File: config.mk
export PLATFORM = sky130hd
export DESIGN_NAME = fwd_scoreboard
export DESIGN_NICKNAME = d
export VERILOG_FILES = /design/src/rtl/fwd_scoreboard.sv
export SDC_FILE = /design/constraint.sdc
export NUM_CORES = 1
export LEC_CHECK = 0
export BUFFER_PORTS_ARGS = -buffer_cell sky130_fd_sc_hd__buf_4
export CAP_MARGIN = 10
export CORE_ASPECT_RATIO = 1.5
export CORE_MARGIN = 8
export CORE_UTILIZATION = 45
export CTS_BUF_LIST = sky130_fd_sc_hd__clkbuf_16
export CTS_CLUSTER_SIZE = 24
export DETAILED_ROUTE_END_ITERATION = 6
export GPL_ROUTABILITY_DRIVEN = 0
export PLACE_DENSITY = 0.92
export SLEW_MARGIN = 25
export SYNTH_ARGS = -nofsm -noshare
export SYNTH_HDL_FRONTEND = slang
export SYNTH_SLANG_ARGS = --single-unit
File: constraint.sdc
create_clock -name clk_i -period 2.3 [get_ports clk_i]
set_input_delay 0.115 -clock clk_i [delete_from_list [all_inputs] [get_ports clk_i]]
set_output_delay 0.115 -clock clk_i [all_outputs]
set_load 0.05 [all_outputs]
File: src/rtl/fwd_scoreboard.sv
// Forwarding scoreboard: tracks DEPTH in-flight destinations past execute, picks bypass sources
// and flags load-use stalls. Statistics counters are built only with FWD_SCOREBOARD_STATS_EN.
module fwd_scoreboard #(
  parameter int unsigned REG_AW  = 5,
  parameter int unsigned DEPTH   = 2,
  parameter int unsigned OVF_REG = 30,
  localparam int unsigned SEL_W  = $clog2(DEPTH + 1)
) (
  input  logic              clk_i,
  input  logic              rst_ni,
  input  logic              advance_i,
  input  logic              flush_i,
  input  logic [REG_AW-1:0] x_rd_i,
  input  logic              x_wr_i,
  input  logic              x_load_i,
  input  logic              x_ovf_i,
  input  logic [REG_AW-1:0] x_rs_i,
  input  logic [REG_AW-1:0] x_rt_i,
  input  logic              x_rs_used_i,
  input  logic              x_rt_used_i,
  output logic [SEL_W-1:0]  sel_a_o,
  output logic [SEL_W-1:0]  sel_b_o,
  output logic              stall_o,
  output logic [31:0]       fwd_count_o,
  output logic [31:0]       stall_count_o
);

  // Index 0 holds entry 1 (youngest).
  logic [DEPTH-1:0]  valid_q, valid_d;
  logic [DEPTH-1:0]  load_q, load_d;
  logic [REG_AW-1:0] tag_q [DEPTH];
  logic [REG_AW-1:0] tag_d [DEPTH];

  logic [REG_AW-1:0] cap_tag;
  logic              cap_valid;

  assign cap_tag   = x_ovf_i ? REG_AW'(OVF_REG) : x_rd_i;
  assign cap_valid = x_wr_i && (cap_tag != '0);

  always_comb begin
    sel_a_o = '0;
    sel_b_o = '0;
    // Walk oldest to youngest so the nearest match wins.
    for (int k = DEPTH - 1; k >= 0; k--) begin
      if (valid_q[k] && !(k == 0 && load_q[k])) begin
        if (x_rs_used_i && (x_rs_i != '0) && (tag_q[k] == x_rs_i)) sel_a_o = SEL_W'(k + 1);
        if (x_rt_used_i && (x_rt_i != '0) && (tag_q[k] == x_rt_i)) sel_b_o = SEL_W'(k + 1);
      end
    end
  end

  assign stall_o = valid_q[0] && load_q[0] && (tag_q[0] != '0) &&
                   ((x_rs_used_i && (tag_q[0] == x_rs_i)) ||
                    (x_rt_used_i && (tag_q[0] == x_rt_i)));

  always_comb begin
    valid_d = valid_q;
    load_d  = load_q;
    for (int k = 0; k < DEPTH; k++) tag_d[k] = tag_q[k];
    if (advance_i) begin
      for (int k = DEPTH - 1; k >= 1; k--) begin
        valid_d[k] = valid_q[k-1];
        load_d[k]  = load_q[k-1];
        tag_d[k]   = tag_q[k-1];
      end
      // A stalled or flushed execute instruction leaves a single bubble.
      valid_d[0] = cap_valid && !stall_o && !flush_i;
      load_d[0]  = x_load_i;
      tag_d[0]   = cap_tag;
    end
  end

  always_ff @(posedge clk_i or negedge rst_ni) begin
    if (!rst_ni) begin
      valid_q <= '0;
      load_q  <= '0;
      for (int k = 0; k < DEPTH; k++) tag_q[k] <= '0;
    end else begin
      valid_q <= valid_d;
      load_q  <= load_d;
      for (int k = 0; k < DEPTH; k++) tag_q[k] <= tag_d[k];
    end
  end

`ifdef FWD_SCOREBOARD_STATS_EN
  logic [31:0] fwd_count_q, fwd_count_d;
  logic [31:0] stall_count_q, stall_count_d;
  logic [1:0]  fwd_inc;
  logic [32:0] fwd_sum;

  assign fwd_inc = {1'b0, (sel_a_o != '0)} + {1'b0, (sel_b_o != '0)};
  assign fwd_sum = {1'b0, fwd_count_q} + 33'(fwd_inc);

  always_comb begin
    fwd_count_d   = fwd_count_q;
    stall_count_d = stall_count_q;
    if (advance_i && !stall_o) begin
      fwd_count_d = fwd_sum[32] ? '1 : fwd_sum[31:0];
    end
    if (advance_i && stall_o && (stall_count_q != '1)) begin
      stall_count_d = stall_count_q + 32'd1;
    end
  end

  always_ff @(posedge clk_i or negedge rst_ni) begin
    if (!rst_ni) begin
      fwd_count_q   <= '0;
      stall_count_q <= '0;
    end else begin
      fwd_count_q   <= fwd_count_d;
      stall_count_q <= stall_count_d;
    end
  end

  assign fwd_count_o   = fwd_count_q;
  assign stall_count_o = stall_count_q;
`else
  assign fwd_count_o   = '0;
  assign stall_count_o = '0;
`endif

endmodule

* Word level (Yosys, flattened, before mapping)
Index checks and enable logic that the tools add are counted.
** Storage, ports and cells
- Bits of input ports :: 24
- Output and inout port bits :: 69
- Register bits :: 13
- Word-level logic and storage cells :: 40
** Cells by class
- Reduce and logical (&&, ||, !) cells :: 23
- Muxes and demuxes :: 9
- Eq/ne operators :: 4
** Operators by type and width (number)
- equality test 5 bit :: 4
- nonzero test 5 bit :: 4
- two-way mux 2 bit :: 8
- logical AND 1 bit :: 15
- two-way mux 5 bit :: 1
- logical NOT 1 bit :: 3
- logical OR 1 bit :: 1

* Depth between registers and ports, before layout
- Depth after elaboration :: 7
- Depth in mapped cells :: 5

* Worst setup path before layout
Ideal clock, no wire load.
- Path kind :: register to output
- Start point :: reg tag_q[5] (netlist bit)
- End point :: out sel_a_o[0]
- Cell stages (with the launch flop) :: 4
- Arrival :: 2225 ps
- Slack :: -40 ps
- Path buffers :: 0
- Cells stage by stage :: dfrtp_1 > xnor2_1 > nand3_1 > nor4_1
** Between the ends
- Word-level cells in the longest chain between the ends :: 4
** RTL lines
- from (decl) :: line 31 : logic [REG_AW-1:0] tag_q [DEPTH];
- equality test 5 bit :: line 46 : if (x_rs_used_i && (x_rs_i != '0) && (tag_q[k] == x_rs_i)) sel_a_o = SEL_W'(k + 1);
- logical AND 1 bit :: line 46
- two-way mux 2 bit :: line 46
- two-way mux 2 bit :: line 45 : if (valid_q[k] && !(k == 0 && load_q[k])) begin
- to (decl) :: line 21 : output logic [SEL_W-1:0] sel_a_o,
No other way between the ends.

* Final worst setup path
- Start point :: reg tag_q[7] (netlist bit)
- End point :: out stall_o
** Between the ends
- Word-level cells in the longest chain between the ends :: 4
- Elaborated cells between the ends (all ways) :: 8
- Those cells by class :: eq/ne: 2; reduce/logical: 6
** RTL lines
- equality test 5 bit (on tied branches) :: line 53, 54
- logical AND 1 bit (on tied branches) :: line 53, 54
- logical OR 1 bit :: line 53 : ((x_rs_used_i && (tag_q[0] == x_rs_i)) ||
- logical AND 1 bit * :: line 52 : assign stall_o = valid_q[0] && load_q[0] && (tag_q[0] != '0) &&
- to (decl) :: line 23 : output logic stall_o,
Mark *: on every way between the ends. The rest lies on a longest branch, timed or not.

==> reports/metrics.yaml <==
flow_run:
  cap_viol_max_count: 0
place:
  port_buffers: 28
  postPlaceCellArea_um2: 1351
  dp_hpwl_um: 2545
  place_inst: 218
  preCtsSetupSlack_ns: 0.7519
grt:
  grt.total_usage_pct: 11.02
  grt_pass1_wl_um: 4174
  grt_pass1_vias: 971
  grt-ovfl-total: 0
  grt_max_degree: 19
  antenna_found_initial: 0
power_and_ir_drop:
  leakage_nw: 0.6794
  seq_power_share_pct: 29.0
  switching_power_mw: 0.4212
  power_mw: 0.9865
  comb_power_share_pct: 38.9
  pwr-share-clk_pct: 32.1
  sw_frac_of_total_pct: 42.70
  p_int_mw: 0.5653
  power_density_nw_per_um2: 685.0
  ir_worst_vdd_mv: 0.3226
worst_setup_path:
  crit_path_end_kind: "primary output"
  start_kind: "register"
  critPathMaxFanout: 5
  arrival_ns: 1.71
  crit_type: "register to primary output"
  required_ns: 2.18
cts:
  clk_root_buffer_cell: "clkbuf_16"
  cts.path.max_buffers: 2
  path_clk_slew_ns: 0.04
  cts_tree: "built"
  cts_setup_buffers: 0
  insertion_delay_ns: 0.24
  clkSinkCount: 13
  cts_inserted_buffers: 3
  htree_levels: 1
routing:
  routed_wl_um: 2906
  post_drt_wl_per_cell_um: 13.03
  drt-vias-per-instance: 4.291
  drc: 0
  drt_iter0_drc: 15
  dr.pass1.iters: 3
  vias: 957
  ant_nets: 0
die:
  ioPinCount: 93
  die_w_um: 60.41
  core_area_um2: 2853
  rows: 24
  start_util_pct: 46.67
  die_h_um: 82.62
  die_area_um2: 4991
hold_path:
  hp-class: "input port to register"
timing:
  max_freq_mhz: 548.1
  finalClockSkew_ns: 0.001554
  rsz0062_at_grt: "no"
  fin_setup_tns_ns: 0
  hold_viol: 0
  worst_slack_ns: 0.4756
  maxSlewViolCount: 0
  setup_viol: 0
  period_share_pct: 79.32
  min_period_ns: 1.824
synthesis:
  yosys.area_share.adder_pct: 0
  synth-xor-area-share_pct: 13.16
  ys_seq_area_share_pct: 24.44
  syn_area_um2: 1331
  ys_ff_latch: 13
  synth-simple-area-share_pct: 13.91
  synth_top_family_by_area: "buffers and inverters"
  yosys_warnings: 0
  synth_cells: 154
  synth_compound_area_share_pct: 5.075
  synth_mux_area_share_pct: 5.921
  avgSynthCellArea_um2: 8.645
  synth_cell_types: 25
cells_and_area:
  area_growth_pct: 8.177
  postLayoutCellArea_um2: 1440
  antenna_cells: 0
  nets: 209
  fin_cells: 223
  drive_gt1_share_pct: 23.37
outcome:
  run_status: "complete, no violations"
==> power by group through the flow <==
stage	logic [mW]	registers, mW	clock network, mW
after floorplan	0.405	0.280	0
after global placement	0.372	0.286	0
after detailed placement	0.377	0.289	0
after CTS	0.379	0.286	0.323
after global routing	0.405	0.290	0.345
final	0.383	0.287	0.317
==> cells in the mapped netlist, drive strengths merged <==
library cell	count	area (µm²)
buf	64	480.5
dfrtp	13	325.3
xnor2	12	105.1
nor2	8	30.03
xor2	8	70.07
mux2	7	78.83
nand3	6	30.03
nor4	5	31.28
a21oi	4	20.02
nand2	4	15.01
nor3	4	20.02
o21ai	4	20.01
or4	3	26.27
clkbuf	2	7.510
inv	2	7.510
a32oi	1	8.760
conb	1	3.750
nand2b	1	6.260
nand3b	1	7.510
nor2b	1	6.260
nor3b	1	12.51
o211ai	1	12.51
o22ai	1	6.260
==> final timing paths <==
kind	start	cells past startpoint	slack, ns	endpoint
max in group asynchronous	rst_ni	2	1.88	tag_q[4]$_DFFE_PN0P_
worst min-delay path	x_load_i	2	0.12	load_q[0]$_DFFE_PN0P_
worst max register to register	tag_q[6]$_DFFE_PN0P_	4	0.86	valid_q[0]$_DFFE_PN0P_
worst max-delay path	tag_q[7]$_DFFE_PN0P_	5	0.48	stall_o
min in group asynchronous	rst_ni	2	0.26	tag_q[3]$_DFFE_PN0P_
worst min register to register	tag_q[4]$_DFFE_PN0P_	1	0.57	tag_q[4]$_DFFE_PN0P_
==> placed cells by master (no fill, tap or decap), types with 6 or more instances in the layout <==
| master | instances |
|---|---|
| conb_1 | 64 |
| nor2_1 | 8 |
| buf_4 | 28 |
| dfrtp_1 | 13 |
| xor2_1 | 8 |
| xnor2_1 | 12 |
| nand3_1 | 6 |
| mux2_2 | 7 |
==> cell families (layout without fill, tap and decap cells) <==
family                 Yosys count  count (layout)
other                            1              64
multiplexers                     7               7
flip-flops                      13              13
AO/OA/AOI/OAI                   11              11
XOR/XNOR                        20              20
AND/OR/NAND/NOR                 34              34
buffers and inverters           68              35
==> area by class of cell <==
class / instances / area, µm²
inverter: 2 / 7.507
clock buffer: 3 / 75.07
tap: 39 / 48.80
timing repair buffer: 29 / 220.2
clock inverter: 1 / 3.754
sequential: 13 / 325.3
multi-input combinational: 136 / 759.5
fill: 276 / 1413
==> critical path, cell delays in order, from the launching register on <==
cell     delay (ns)
dfrtp_1        0.44
xnor2_1        0.20
nand3_1        0.16
o22ai_1        0.27
nor2b_1        0.18
buf_4          0.21
==> routing by layer <==
layer / vias up / wire (µm) / track usage (%)
li1: 440 / - / -
met1: 435 / 1017 / 11.00
met2: 73 / 1318 / 18.03
met3: 9 / 460 / 4.341
met4: 0 / 110 / 8.197
met5: - / 0 / 0
==> per-stage QoR <==
step / hold slack [ns] / utilization, %
after floorplan: -0.1806 / -
after detailed placement: -0.03808 / 47.37
after global placement: -0.03812 / 47.37
after global routing: 0.1182 / 50.48
after CTS: 0.1096 / 50.48
final: 0.1158 / 50.48
==> state kept, by name (all words and copies together) (netlist names) <==
signal	cells
valid_q	2
tag_q	10
load_q	1
==> timing repair <==
item / 4_1_cts / 5_1_grt
resized for setup: 0 / 0
hold buffers: 1 / 0
hold endpoints to repair: 13 / 0
Note: power is estimated with default switching activity, not from simulation.
